`config.mk`:
```
export PLATFORM = sky130hd
export DESIGN_NAME = key_event_flat
export DESIGN_NICKNAME = d
export VERILOG_FILES = /design/src/rtl/key_event_pkg.sv /design/src/rtl/key_event_if.sv /design/src/rtl/key_event_fifo.sv /design/src/rtl/key_event.sv /design/src/flat_wrapper.sv
export SDC_FILE = /design/constraint.sdc
export NUM_CORES = 1
export LEC_CHECK = 0
export ABC_CLOCK_PERIOD_IN_PS = 6100
export BUFFER_PORTS_ARGS = -buffer_cell sky130_fd_sc_hd__buf_4
export CAP_MARGIN = 0
export CORE_MARGIN = 2
export CORE_UTILIZATION = 60
export DETAILED_ROUTE_END_ITERATION = 16
export PLACE_DENSITY = 0.88
export RECOVER_POWER = 25
export SYNTH_ARGS = -nofsm -noshare
export SYNTH_HDL_FRONTEND = slang
export SYNTH_SLANG_ARGS = --single-unit
```
`constraint.sdc`:
```
create_clock -name clk -period 6.1 [get_ports clk]
set_input_delay 1.22 -clock clk [delete_from_list [all_inputs] [get_ports clk]]
set_output_delay 1.22 -clock clk [all_outputs]
set_load 0.05 [all_outputs]
```
`src/rtl/key_event_pkg.sv`:
```
// Shared widths, repeat-FSM state type and the lowest-set-bit encoder for key_event.
package key_event_pkg;

  localparam int unsigned KEY_W   = 12;
  localparam int unsigned CODE_W  = 4;
  localparam int unsigned COUNT_W = 5;

  typedef enum logic [1:0] {
    IDLE   = 2'd0,
    DELAY  = 2'd1,
    REPEAT = 2'd2
  } rep_state_e;

  // Index of the lowest set bit; 0 when no bit is set.
  function automatic logic [CODE_W-1:0] lsb_index(input logic [KEY_W-1:0] v);
    logic [CODE_W-1:0] idx;
    idx = '0;
    for (int i = int'(KEY_W) - 1; i >= 0; i--) begin
      if (v[i]) idx = CODE_W'(i);
    end
    return idx;
  endfunction

endpackage

```
`src/rtl/key_event_if.sv`:
```
// Key/code bus between the scanner/consumer side (master) and key_event (slave).
interface key_event_if;
  import key_event_pkg::*;

  logic [KEY_W-1:0]   key;
  logic [KEY_W-1:0]   key_held;
  logic [KEY_W-1:0]   key_press;
  logic               code_valid;
  logic [CODE_W-1:0]  code;
  logic               code_ready;
  logic               overflow;
  logic [COUNT_W-1:0] fifo_count;

  modport master (
    output key, code_ready,
    input  key_held, key_press, code_valid, code, overflow, fifo_count
  );

  modport slave (
    input  key, code_ready,
    output key_held, key_press, code_valid, code, overflow, fifo_count
  );

endinterface

```
`src/rtl/key_event_fifo.sv`:
```
// key_fifo: synchronous code queue; simultaneous push/pop honoured even when full,
// a push into a full queue without a pop is dropped and pulses drop_o.
module key_fifo
  import key_event_pkg::*;
#(
  parameter int unsigned DEPTH  = 4,
  parameter int unsigned DATA_W = CODE_W
) (
  input  logic               clk,
  input  logic               reset,
  input  logic               push_i,
  input  logic [DATA_W-1:0]  push_data_i,
  input  logic               pop_i,
  output logic               empty_o,
  output logic [DATA_W-1:0]  head_o,
  output logic [COUNT_W-1:0] count_o,
  output logic               drop_o
);

  localparam int unsigned PTR_W = $clog2(DEPTH);

  logic [DATA_W-1:0]  mem_q [DEPTH];
  logic [PTR_W-1:0]   wr_q, rd_q;
  logic [COUNT_W-1:0] count_q;
  logic               drop_q;
  logic               full;
  logic               do_pop;
  logic               do_push;

  assign full    = (count_q == COUNT_W'(DEPTH));
  assign do_pop  = pop_i && (count_q != '0);
  assign do_push = push_i && (!full || do_pop);

  always_ff @(posedge clk) begin
    if (reset) begin
      wr_q    <= '0;
      rd_q    <= '0;
      count_q <= '0;
      drop_q  <= 1'b0;
    end else begin
      drop_q <= push_i && !do_push;
      if (do_push) begin
        mem_q[wr_q] <= push_data_i;
        wr_q        <= wr_q + 1'b1;
      end
      if (do_pop) rd_q <= rd_q + 1'b1;
      case ({do_push, do_pop})
        2'b10:   count_q <= count_q + 1'b1;
        2'b01:   count_q <= count_q - 1'b1;
        default: count_q <= count_q;
      endcase
    end
  end

  assign empty_o = (count_q == '0);
  assign head_o  = empty_o ? '0 : mem_q[rd_q];
  assign count_o = count_q;
  assign drop_o  = drop_q;

endmodule

```
`src/rtl/key_event.sv`:
```
// Keypad event stage: debounce, press edge detect, lowest-bit encode, code FIFO.
// Define KEY_REPEAT_EN to build the auto-repeat engine for the held key.
module key_event
  import key_event_pkg::*;
#(
  parameter int unsigned DEBOUNCE_CYCLES = 20,
  parameter int unsigned REPEAT_DELAY    = 500,
  parameter int unsigned REPEAT_PERIOD   = 100,
  parameter int unsigned FIFO_DEPTH      = 4
) (
  input logic        clk,
  input logic        reset,
  key_event_if.slave bus
);

  localparam int unsigned     DB_W    = 8;
  localparam logic [DB_W-1:0] DB_LAST = DB_W'(DEBOUNCE_CYCLES - 1);

  logic [KEY_W-1:0]  raw_q;
  logic [KEY_W-1:0]  held_q, held_d;
  logic [KEY_W-1:0]  press_q, press_d;
  logic [DB_W-1:0]   db_cnt_q, db_cnt_d;
  logic              press_push_c;
  logic [CODE_W-1:0] press_code_c;
  logic              push_c;
  logic [CODE_W-1:0] push_code_c;
  logic              fifo_empty;

  // Whole-vector debounce: any change in the raw vector restarts the count.
  always_comb begin
    db_cnt_d = db_cnt_q;
    held_d   = held_q;
    if (bus.key != raw_q) begin
      db_cnt_d = '0;
    end else if (db_cnt_q != DB_LAST) begin
      db_cnt_d = db_cnt_q + 1'b1;
    end
    if ((db_cnt_q == DB_LAST) && (raw_q != held_q)) held_d = raw_q;
    press_d = held_d & ~held_q;
  end

  always_ff @(posedge clk) begin
    if (reset) begin
      raw_q    <= '0;
      db_cnt_q <= '0;
      held_q   <= '0;
      press_q  <= '0;
    end else begin
      raw_q    <= bus.key;
      db_cnt_q <= db_cnt_d;
      held_q   <= held_d;
      press_q  <= press_d;
    end
  end

  assign press_push_c = |press_q;
  assign press_code_c = lsb_index(press_q);

`ifdef KEY_REPEAT_EN
  localparam int unsigned TMR_MAX = (REPEAT_DELAY > REPEAT_PERIOD) ? REPEAT_DELAY : REPEAT_PERIOD;
  localparam int unsigned TMR_W   = $clog2(TMR_MAX + 1);
  localparam logic [TMR_W-1:0] RD_LAST = TMR_W'(REPEAT_DELAY - 1);
  localparam logic [TMR_W-1:0] RP_LAST = TMR_W'(REPEAT_PERIOD - 1);

  rep_state_e        state_q, state_d;
  logic [CODE_W-1:0] trk_q, trk_d;
  logic [TMR_W-1:0]  tmr_q, tmr_d;
  logic              rep_push_c;

  // A fresh press always wins and restarts the delay, so the two pushes never collide.
  always_comb begin
    state_d    = state_q;
    trk_d      = trk_q;
    tmr_d      = tmr_q + 1'b1;
    rep_push_c = 1'b0;
    if (press_push_c) begin
      state_d = DELAY;
      trk_d   = press_code_c;
      tmr_d   = '0;
    end else begin
      case (state_q)
        IDLE: tmr_d = '0;
        DELAY: begin
          if (!held_q[trk_q]) begin
            state_d = IDLE;
          end else if (tmr_q == RD_LAST) begin
            rep_push_c = 1'b1;
            state_d    = REPEAT;
            tmr_d      = '0;
          end
        end
        REPEAT: begin
          if (!held_q[trk_q]) begin
            state_d = IDLE;
          end else if (tmr_q == RP_LAST) begin
            rep_push_c = 1'b1;
            tmr_d      = '0;
          end
        end
        default: state_d = IDLE;
      endcase
    end
  end

  always_ff @(posedge clk) begin
    if (reset) begin
      state_q <= IDLE;
      trk_q   <= '0;
      tmr_q   <= '0;
    end else begin
      state_q <= state_d;
      trk_q   <= trk_d;
      tmr_q   <= tmr_d;
    end
  end

  assign push_c      = press_push_c | rep_push_c;
  assign push_code_c = press_push_c ? press_code_c : trk_q;
`else
  // Repeat parameters have no effect here; an empty block marks a zero-length setting.
  if ((REPEAT_DELAY == 0) || (REPEAT_PERIOD == 0)) begin : g_repeat_cfg_zero
  end

  assign push_c      = press_push_c;
  assign push_code_c = press_code_c;
`endif

  key_fifo #(
    .DEPTH  (FIFO_DEPTH),
    .DATA_W (CODE_W)
  ) u_fifo (
    .clk         (clk),
    .reset       (reset),
    .push_i      (push_c),
    .push_data_i (push_code_c),
    .pop_i       (bus.code_ready),
    .empty_o     (fifo_empty),
    .head_o      (bus.code),
    .count_o     (bus.fifo_count),
    .drop_o      (bus.overflow)
  );

  assign bus.key_held   = held_q;
  assign bus.key_press  = press_q;
  assign bus.code_valid = !fifo_empty;

endmodule

```
`src/flat_wrapper.sv`:
```
// flat-port wrapper written by rule: the top's interface ports become plain ports
module key_event_flat import key_event_pkg::*;
#(
  parameter int unsigned DEBOUNCE_CYCLES = 20,
  parameter int unsigned REPEAT_DELAY    = 500,
  parameter int unsigned REPEAT_PERIOD   = 100,
  parameter int unsigned FIFO_DEPTH      = 4
)
  (clk, reset, bus_key, bus_code_ready, bus_key_held, bus_key_press, bus_code_valid, bus_code, bus_overflow, bus_fifo_count);
  key_event_if bus_i ();
  input logic clk;
  input logic reset;
  input wire logic [$bits(bus_i.key)-1:0] bus_key;
  input wire logic [$bits(bus_i.code_ready)-1:0] bus_code_ready;
  output wire logic [$bits(bus_i.key_held)-1:0] bus_key_held;
  output wire logic [$bits(bus_i.key_press)-1:0] bus_key_press;
  output wire logic [$bits(bus_i.code_valid)-1:0] bus_code_valid;
  output wire logic [$bits(bus_i.code)-1:0] bus_code;
  output wire logic [$bits(bus_i.overflow)-1:0] bus_overflow;
  output wire logic [$bits(bus_i.fifo_count)-1:0] bus_fifo_count;
  assign bus_i.key = bus_key;
  assign bus_i.code_ready = bus_code_ready;
  assign bus_key_held = bus_i.key_held;
  assign bus_key_press = bus_i.key_press;
  assign bus_code_valid = bus_i.code_valid;
  assign bus_code = bus_i.code;
  assign bus_overflow = bus_i.overflow;
  assign bus_fifo_count = bus_i.fifo_count;
  key_event #(.DEBOUNCE_CYCLES(DEBOUNCE_CYCLES), .REPEAT_DELAY(REPEAT_DELAY), .REPEAT_PERIOD(REPEAT_PERIOD), .FIFO_DEPTH(FIFO_DEPTH)) u_core (.clk(clk), .reset(reset), .bus(bus_i));
endmodule
```
# Yosys cells after proc, flatten, opt, wreduce, memory -nomap -nowiden
# Memories as Yosys holds them, arrays and structs flattened. A register that Yosys moved wholly into a read port is not among the register bits.
# Index checks and enable logic that the tools add are counted.
# classes
n_reduce_logical	13
bitwise	2
muxes	20
eq_ne	7
add_sub_neg	5
# ops
op	n
$mux W4	13
$ne A12 B12 Y1	2
$and A12 B12 Y12	1
$mux W12	1
$not A12 Y12	1
$reduce_or A12 Y1	1
$pmux W5 S2	1
$add A8 B1 Y8 const B	1
$eq A8 B5 Y1 const B	1
$ne A8 B5 Y1 const B	1
$add A5 B1 Y5 const B	1
$eq A5 B3 Y1 const B	1
$logic_not A5 Y1	1
$reduce_bool A5 Y1	1
$sub A5 B1 Y5 const B	1
$add A2 B1 Y2 const B	2
$logic_and A1 B1 Y1	4
$mux W2	2
$logic_not A1 Y1	3
$mux W1	3
$eq A2 B1 Y1 const B	1
$eq A2 B2 Y1 const B	1
$reduce_bool A2 Y1	1
$reduce_or A2 Y1	1
$logic_or A1 B1 Y1	1
# totals
ram_bits	16
mem_count	1
regBits	54
in_bits	15
wordCells	56
# memory_table
memory	words	width	read_ports	rd_clocked_by_memory_dff	wr	line_no	source
u_core.u_fifo.mem_q	4	4	1	1	1	key_event_fifo.sv:22	logic [DATA_W-1:0] mem_q [DEPTH];

# Logic depth before layout (Yosys ltp)
# Gate-level depths: netlist of the first run.
# depth
depth_word	12
mapped_depth	10
ltp_nobuf	10

# Modules after synthesis
# From an unflattened synthesis of the first run, not the netlist that was laid out.
# unflattened
hier_cells	338
hier_area_um2	3473.3
# modules_own_cells
mod	cells_per_inst	seq_area_each_um2	area_each_um2	n_inst
key_event	235	880.8	2182.1	1
key_fifo	103	720.7	1291.2	1

# Worst setup path before layout of the first run
# Ideal clock, no wire load.
# synth_timing
path_kind	register to output
startpoint	reg u_core.u_fifo.count_q[0], in the netlist u_core.u_fifo.count_o[0]
endpoint	out bus_code[0]
required_ps	4880
arrival_time_ps	1837
stages_incl_launch_ff	4
setup_slack_ps	3043
path_cell_list	dfxtp_1 > nor4_1 > nand2b_1 > and2_1
# synth_via
elab_chain_cells	2
# synth_lines
element	line_no	source
start, declared	key_event_fifo.sv:24	logic [COUNT_W-1:0] count_q;
start signal, assigned	key_event_fifo.sv:48	2'b10: count_q <= count_q + 1'b1;
start signal, assigned	key_event_fifo.sv:49	2'b01: count_q <= count_q - 1'b1;
start signal, assigned	key_event_fifo.sv:50	default: count_q <= count_q;
$logic_not A5 Y1	key_event_fifo.sv:55	assign empty_o = (count_q == '0);
$mux W4	key_event_fifo.sv:56	assign head_o = empty_o ? '0 : mem_q[rd_q];
end, declared	flat_wrapper.sv:18	output wire logic [$bits(bus_i.code)-1:0] bus_code;
# No other way between the ends.

# Worst setup path after layout of the first run
# layout_timing
startpoint	in reset
endpoint	mem u_core.u_fifo.mem_q[2][2] (netlist name) (enable)
# layout_via
elab_chain_cells	2
# layout_lines
element	line_no	source
start, declared	flat_wrapper.sv:12	input logic reset;
$mux W1	key_event_fifo.sv:35	if (reset) begin
$mux W1 (implied by the code)	key_event_fifo.sv:43	mem_q[wr_q] <= push_data_i;
end, declared	key_event_fifo.sv:22	
# No other way between the ends.

==> results of run 1 <==
kinds of logic after synthesis:
kind of cell             Yosys count
buffers and inverters             18
XOR/XNOR                          35
multiplexers                       7
flip-flops                        72
adder cells (fa/ha/maj)            9
AND/OR/NAND/NOR                  110
AO/OA/AOI/OAI                     46
power breakdown:
group | switching (µW) | leakage [µW] | total, µW | internal, µW
combinational | 216 | 0.000862 | 352 | 135
sequential | 38.6 | 0.000642 | 550 | 512
clock | 175 | 0.0000995 | 405 | 230
routing by layer:
layer	wire [µm]	global-route usage [%]	up-vias
met3	311	4.824	2
li1	-	-	1165
met2	3264	36.70	64
met4	19	10.18	0
met5	0	0	-
met1	2542	26.59	1142
placed cells by master, fill, tap and decap left out, types with 2 or more instances in the layout:
master,n
nor2_1,19
nand4_1,3
nor4_1,8
o21bai_1,2
nor3_1,6
edfxtp_1,16
clkbuf_8,9
mux4_2,4
clkinvlp_4,3
nor4b_1,12
xnor2_1,4
a21bo_2,12
nand3_1,22
a21oi_1,21
mux2i_1,2
inv_1,8
bufinv_16,2
nand2_1,6
xor2_1,31
ha_1,8
and2_1,9
dfxtp_1,56
o21ai_0,4
buf_4,49
nor2b_1,14
final cells by class:
cell class | count | area (µm²) | area share [%]
Sequential cell | 72 | 1602 | 41.71
Multi-Input combinational cell | 207 | 1530 | 39.85
Timing Repair Buffer | 50 | 371.6 | 9.677
Clock buffer | 9 | 123.9 | 3.226
Clock inverter | 7 | 95.09 | 2.476
Tap cell | 70 | 87.58 | 2.281
Inverter | 8 | 30.03 | 0.7820
final timing paths:
path / from / end / slack [ns] / cells after the start
max: reset / u_core.u_fifo.mem_q[2][2]$_DFFE_PP_ / 2.92 / 3
min: u_core.bus.key_held[10]$_SDFF_PP0_ / u_core.bus.key_press[10]$_SDFF_PP0_ / 0.51 / 1
max reg2reg: u_core.bus.key_press[0]$_SDFF_PP0_ / u_core.u_fifo.count_o[4]$_SDFFE_PP0P_ / 3.19 / 8
min reg2reg: u_core.bus.key_held[10]$_SDFF_PP0_ / u_core.bus.key_press[10]$_SDFF_PP0_ / 0.51 / 1
state kept, by name, indices dropped and copies added, names as in the netlist, named ones only:
name,count
u_core.bus.key_held,12
u_core.bus.key_press,12
u_core.db_cnt_q,8
u_core.raw_q,12
u_core.u_fifo.count_o,5
u_core.u_fifo.drop_o,1
u_core.u_fifo.mem_q,16
u_core.u_fifo.rd_q,2
u_core.u_fifo.wr_q,2
per-stage QoR:
step	worst slack (ns)	cells	power, µW	hold slack [ns]
after floorplan	3.043	297	821.1	0.4568
after global routing	2.680	423	1374	0.5176
after global placement	3.114	407	901.9	0.4723
after detailed placement	3.056	407	911.4	0.4906
final	2.920	423	1307	0.5052
after CTS	3.060	423	1318	0.5039
==> results.toml, run 1 <==
[status]
status = "complete, but fails checks"
violations = "max-capacitance violations, max-slew violations"

[sta]
relSlewSlack_pct = -38.37
fmax_mhz = 314.4
period_minus_slack_ns = 3.180
fin_skew_ns = 0.004896
fin_tns_setup_ns = 0
setup_violations = 0
worstMarginPinSlew_ns = 2.076
slew_viol_final = 51
rsz0062_at_grt = "no"
fin_crit_sh_pct = 52.13
hold_viol = 0

[cells_and_area]
layout-area-overhead-vs-synth_pct = 19.37
diodes = 0
finalInstanceArea_um2 = 3840
fillers = 390
drive_gt1_share_pct = 24.93
postLayoutCoreUtil_pct = 74.71
nNetsFinal = 372

[clocking]
cts-buffers-inserted = 9
clk_latency_ns = 0.34
postCtsHoldBufs = 0
clock-sinks = 72
clkTransAtPathRegs_ns = 0.07
htree_levels = 3
cts.repair.resized = 0
cts_setup_buffers = 0
root_buffer = "clkbuf_8"
clockBufferDepth = 2
cts_tree = "yes"

[logic_synthesis]
synthArstFlopShare_pct = 0
synth_most_common_cell = "dfxtp_1"
synth_area_per_cell_um2 = 10.83
yosysSeqAreaShare_pct = 49.79
post-synth-top-area-cell = "dfxtp_1"
synth-adder-area-share_pct = 3.734
synth_xor_xnor_area_share_pct = 9.529
ys_top_cells_by_area = "dfxtp_1 35%, edfxtp_1 15%, xor2_1 8.4%"
syn-num-nets = 321
synth-simple-area-share_pct = 20.61
synth_top_family_by_area = "simple AND/OR/NAND/NOR gates"
synth-main-ff-cell = "dfxtp_1"
synth_area_um2 = 3217
synth_warnings = 0
yosys.area.top_type_share_pct = 34.85
synth_cell_types = 44
netlist_instances = 297
ys_seq_elements = 72
synth-edff-count = 16
synthTopCellsByCount = "56 x dfxtp_1, 31 x xor2_1, 22 x nand3_1, 21 x a21oi_1, 19 x nor2_1"
synthMuxAreaShare_pct = 3.773
synth_compound_area_share_pct = 10.11

[setup_path]
crit_fanout = 50
end_kind = "flop"
cp.arrival_ns = 3.27
max_stage_delay_ns = 1.45
cp_slowest_cell = "clkbuf_1"
start_kind = "primary input"
path_delay_family = "buffers and inverters"
crit_chain = "clkbuf_1, nor3b_1, and2_1"
path_buf_inv = 1
worstSetupPathType = "primary input to flop"
required_ns = 6.19

[place]
placed_cell_area_um2 = 3631
hpwl_um = 4436
gp_congestion = 0.8353
portBuffers = 49

[grt]
grt_max_degree = 51
grt-ovfl-total = 0
track_usage_pct = 21.81
grt_pass1_vias = 2193
grt_pass1_wl_um = 10070
grt_antenna_before_repair = 0

[route]
via_count = 2373
dr.pass1.iters = 4
wire_per_inst_um = 14.51
route.detailed.drc = 0
drt-initial-drc-count = 186
ant_nets = 0
drt-total-wl_um = 6137
vias_per_cell = 5.610

[hold_path]
hold_class = "flop to flop"

[floorplan]
die_y_um = 77.22
die_w_um = 77.22
rows = 26
core_um2 = 5140
ios = 50
initial_core_util_pct = 62.59
dieArea_um2 = 5963

[power]
p_leak_uw = 0.001603
irDropWorstVdd_mv = 0.2174
power.density_nw_per_um2 = 340.5

[job]
cap_viol_max_count = 1
No activity file was read; power rests on OpenSTA's default activity.
==> run 2: changes to the inputs <==
--- a/config.mk
+++ b/config.mk
@@ -5,13 +5,13 @@
 export SDC_FILE = /design/constraint.sdc
 export NUM_CORES = 1
 export LEC_CHECK = 0
-export ABC_CLOCK_PERIOD_IN_PS = 6100
+export ABC_CLOCK_PERIOD_IN_PS = 2600
 export BUFFER_PORTS_ARGS = -buffer_cell sky130_fd_sc_hd__buf_4
 export CAP_MARGIN = 0
 export CORE_MARGIN = 2
-export CORE_UTILIZATION = 60
+export CORE_UTILIZATION = 51
 export DETAILED_ROUTE_END_ITERATION = 16
-export PLACE_DENSITY = 0.88
+export PLACE_DENSITY = 0.8
 export RECOVER_POWER = 25
 export SYNTH_ARGS = -nofsm -noshare
 export SYNTH_HDL_FRONTEND = slang
==> constraint.sdc (replaced) <==
create_clock -name clk -period 2.6 [get_ports clk]
set_input_delay 0.52 -clock clk [delete_from_list [all_inputs] [get_ports clk]]
set_output_delay 0.52 -clock clk [all_outputs]
set_load 0.05 [all_outputs]
==> run 2 against run 1 <==
The flow now finishes without violations. First-iteration DRC count down 54%. Flip-flop and latch count unchanged. Sequential power up 130%. Cell count up 2.1%. Critical path depth up 5. Worst setup slack worse by 2.8 ns. Power up 140%. Critical path type is now flop to flop.
==> results.toml, run 2 (synthesized netlist as in run 1, its figures left out) <==
[sta]
worstMarginPinSlew_ns = 0.6227
rsz0062_at_grt = "no"
relSlewSlack_pct = 58.67
hold_viol = 0
setup_violations = 0
fin_crit_sh_pct = 95.77
fmax_mhz = 401.6
fin_tns_setup_ns = 0
period_minus_slack_ns = 2.490
fin_skew_ns = 0.008131
slew_viol_final = 0

[grt]
use_met3_pct = 4.076
grt_max_degree = 51
grt_antenna_before_repair = 0
track_usage_pct = 19.40
top_usage_layer = "met2"
grt-ovfl-total = 0
grt_pass1_wl_um = 10810
grt.met1_usage_pct = 24.24
met2_usage_pct = 31.96
grt_pass1_vias = 2287

[power]
power.density_nw_per_um2 = 811.7
irDropWorstVdd_mv = 0.5684
p_leak_uw = 0.001622

[route]
ant_nets = 0
via_count = 2357
vias_per_cell = 5.456
drt-total-wl_um = 6489
wire_per_inst_um = 15.02
dr.pass1.iters = 4
route.detailed.drc = 0
drt-initial-drc-count = 85

[clocking]
htree_levels = 3
clockBufferDepth = 2
cts_tree = "yes"
clkTransAtPathRegs_ns = 0.08
root_buffer = "clkbuf_8"
cts-buffers-inserted = 9
clock-sinks = 72
clk_latency_ns = 0.35

[cells_and_area]
final_common_cell = "dfxtp_1"
diodes = 0
postLayoutCoreUtil_pct = 64.80
regArea_um2 = 1604
multiInputGateArea_um2 = 1568
nNetsFinal = 376
largest_reg_flops = 16
layout-area-overhead-vs-synth_pct = 21.39
top_register = "u_core.u_fifo.mem_q"
mostFrequentLayoutCells = "54 x dfxtp_1, 46 x buf_4, 31 x xor2_1, 22 x nand3_1, 21 x a21oi_1"
fillers = 487
drive_gt1_share_pct = 24.93

[setup_path]
ff2ff_setup_slack_ns = 0.11
crit_fanout = 6
start_kind = "flop"
r2r-end = "u_core.u_fifo.count_o[4]$_SDFFE_PP0P_"
cp_slowest_cell = "or4_4"
crit_chain = "or4_4, o21ai_4, nor2_4, ha_1, a21o_1, a21oi_1, mux2i_1, mux2_1"
worstSetupPathType = "flop to flop"
path_buf_inv = 0
max_stage_delay_ns = 0.56
path_delay_family = "simple AND/OR/NAND/NOR gates"
cp.arrival_ns = 2.73
required_ns = 2.84
timing.rr.start = "u_core.u_fifo.count_o[0]$_SDFFE_PP0P_"
end_kind = "flop"
ff2ff_path_depth = 8

[floorplan]
core_um2 = 6026
die_w_um = 83.42
die_y_um = 83.42
ios = 50
dieArea_um2 = 6959
rows = 28
initial_core_util_pct = 53.38

[place]
portBuffers = 49
hpwl_um = 4620
gp_congestion = 0.8450

[hold_path]
worstHoldStart = "bus_key[10]"
holdPathStages = 2
hold_path_end = "u_core.raw_q[10]$_SDFF_PP0_"
hold_class = "primary input to flop"

[status]
status = "finished, final reports clean"

[job]
cap_viol_max_count = 0
==> run 2: cell count changes in the layout (fill, tap and decap cells not counted), sizes merged <==
cell / previous run / this run
buf: 49 / 46
bufinv: 2 / 3
clkbuf: 10 / 17
clkinv: 1 / 3
clkinvlp: 3 / 1
inv: 9 / 8
==> run 2: layer usage <==
metal | vias to the layer above | wire length [µm]
met2 | 48 | 3181
met3 | 11 | 247
met5 | - | 0
li1 | 1165 | -
met1 | 1133 | 2931
met4 | 0 | 128
==> run 2: final cells by class <==
cell class / instances / share of cell area (%)
clock inverter: 7 / 2.820
sequential: 72 / 41.08
timing repair buffer: 54 / 9.612
clock buffer: 9 / 3.172
tap: 75 / 2.403
multi-input combinational: 207 / 40.15
inverter: 8 / 0.7690
==> run 2: repair_timing <==
| action | CTS | global route |
|---|---|---|
| setup endpoints to repair | 0 | 1 |
| hold buffers | 0 | 0 |
| gates resized for setup | 0 | 2 |
| buffers inserted | 0 | 0 |
==> run 2: worst max-delay path by stage <==
stage | slack (ns) | end | depth (start not counted) | from
after floorplan | 0.01 | u_core.u_fifo.count_o[4]$_SDFFE_PP0P_ | 8 | u_core.bus.key_press[0]$_SDFF_PP0_
after CTS | 0.1 | u_core.u_fifo.count_o[4]$_SDFFE_PP0P_ | 10 | u_core.bus.key_press[0]$_SDFF_PP0_
after global routing | 0.01 | u_core.u_fifo.count_o[4]$_SDFFE_PP0P_ | 8 | u_core.u_fifo.count_o[0]$_SDFFE_PP0P_
after global placement | 0.18 | u_core.u_fifo.count_o[4]$_SDFFE_PP0P_ | 8 | u_core.u_fifo.count_o[0]$_SDFFE_PP0P_
final | 0.11 | u_core.u_fifo.count_o[4]$_SDFFE_PP0P_ | 8 | u_core.u_fifo.count_o[0]$_SDFFE_PP0P_
after detailed placement | 0.10 | u_core.u_fifo.count_o[4]$_SDFFE_PP0P_ | 10 | u_core.bus.key_press[0]$_SDFF_PP0_
==> run 2: where the power goes <==
part           switching [µW]  total (µW)  internal [µW]
registers                88.8        1290           1200
logic                     515         837            322
clock network             412        1040            629
total                    1020        3170           2150
==> run 2: per-stage QoR <==
step	setup slack [ns]	area [µm²]	total power, µW	instances	hold slack [ns]
final	0.1101	3905	3170	432	0.3965
after global routing	0.01491	3905	3307	432	0.4057
after CTS	0.09582	3923	3199	432	0.3837
after detailed placement	0.1032	3689	2161	416	0.4865
after global placement	0.1828	3689	2155	416	0.4681
after floorplan	0.01433	3238	1936	297	0.4568
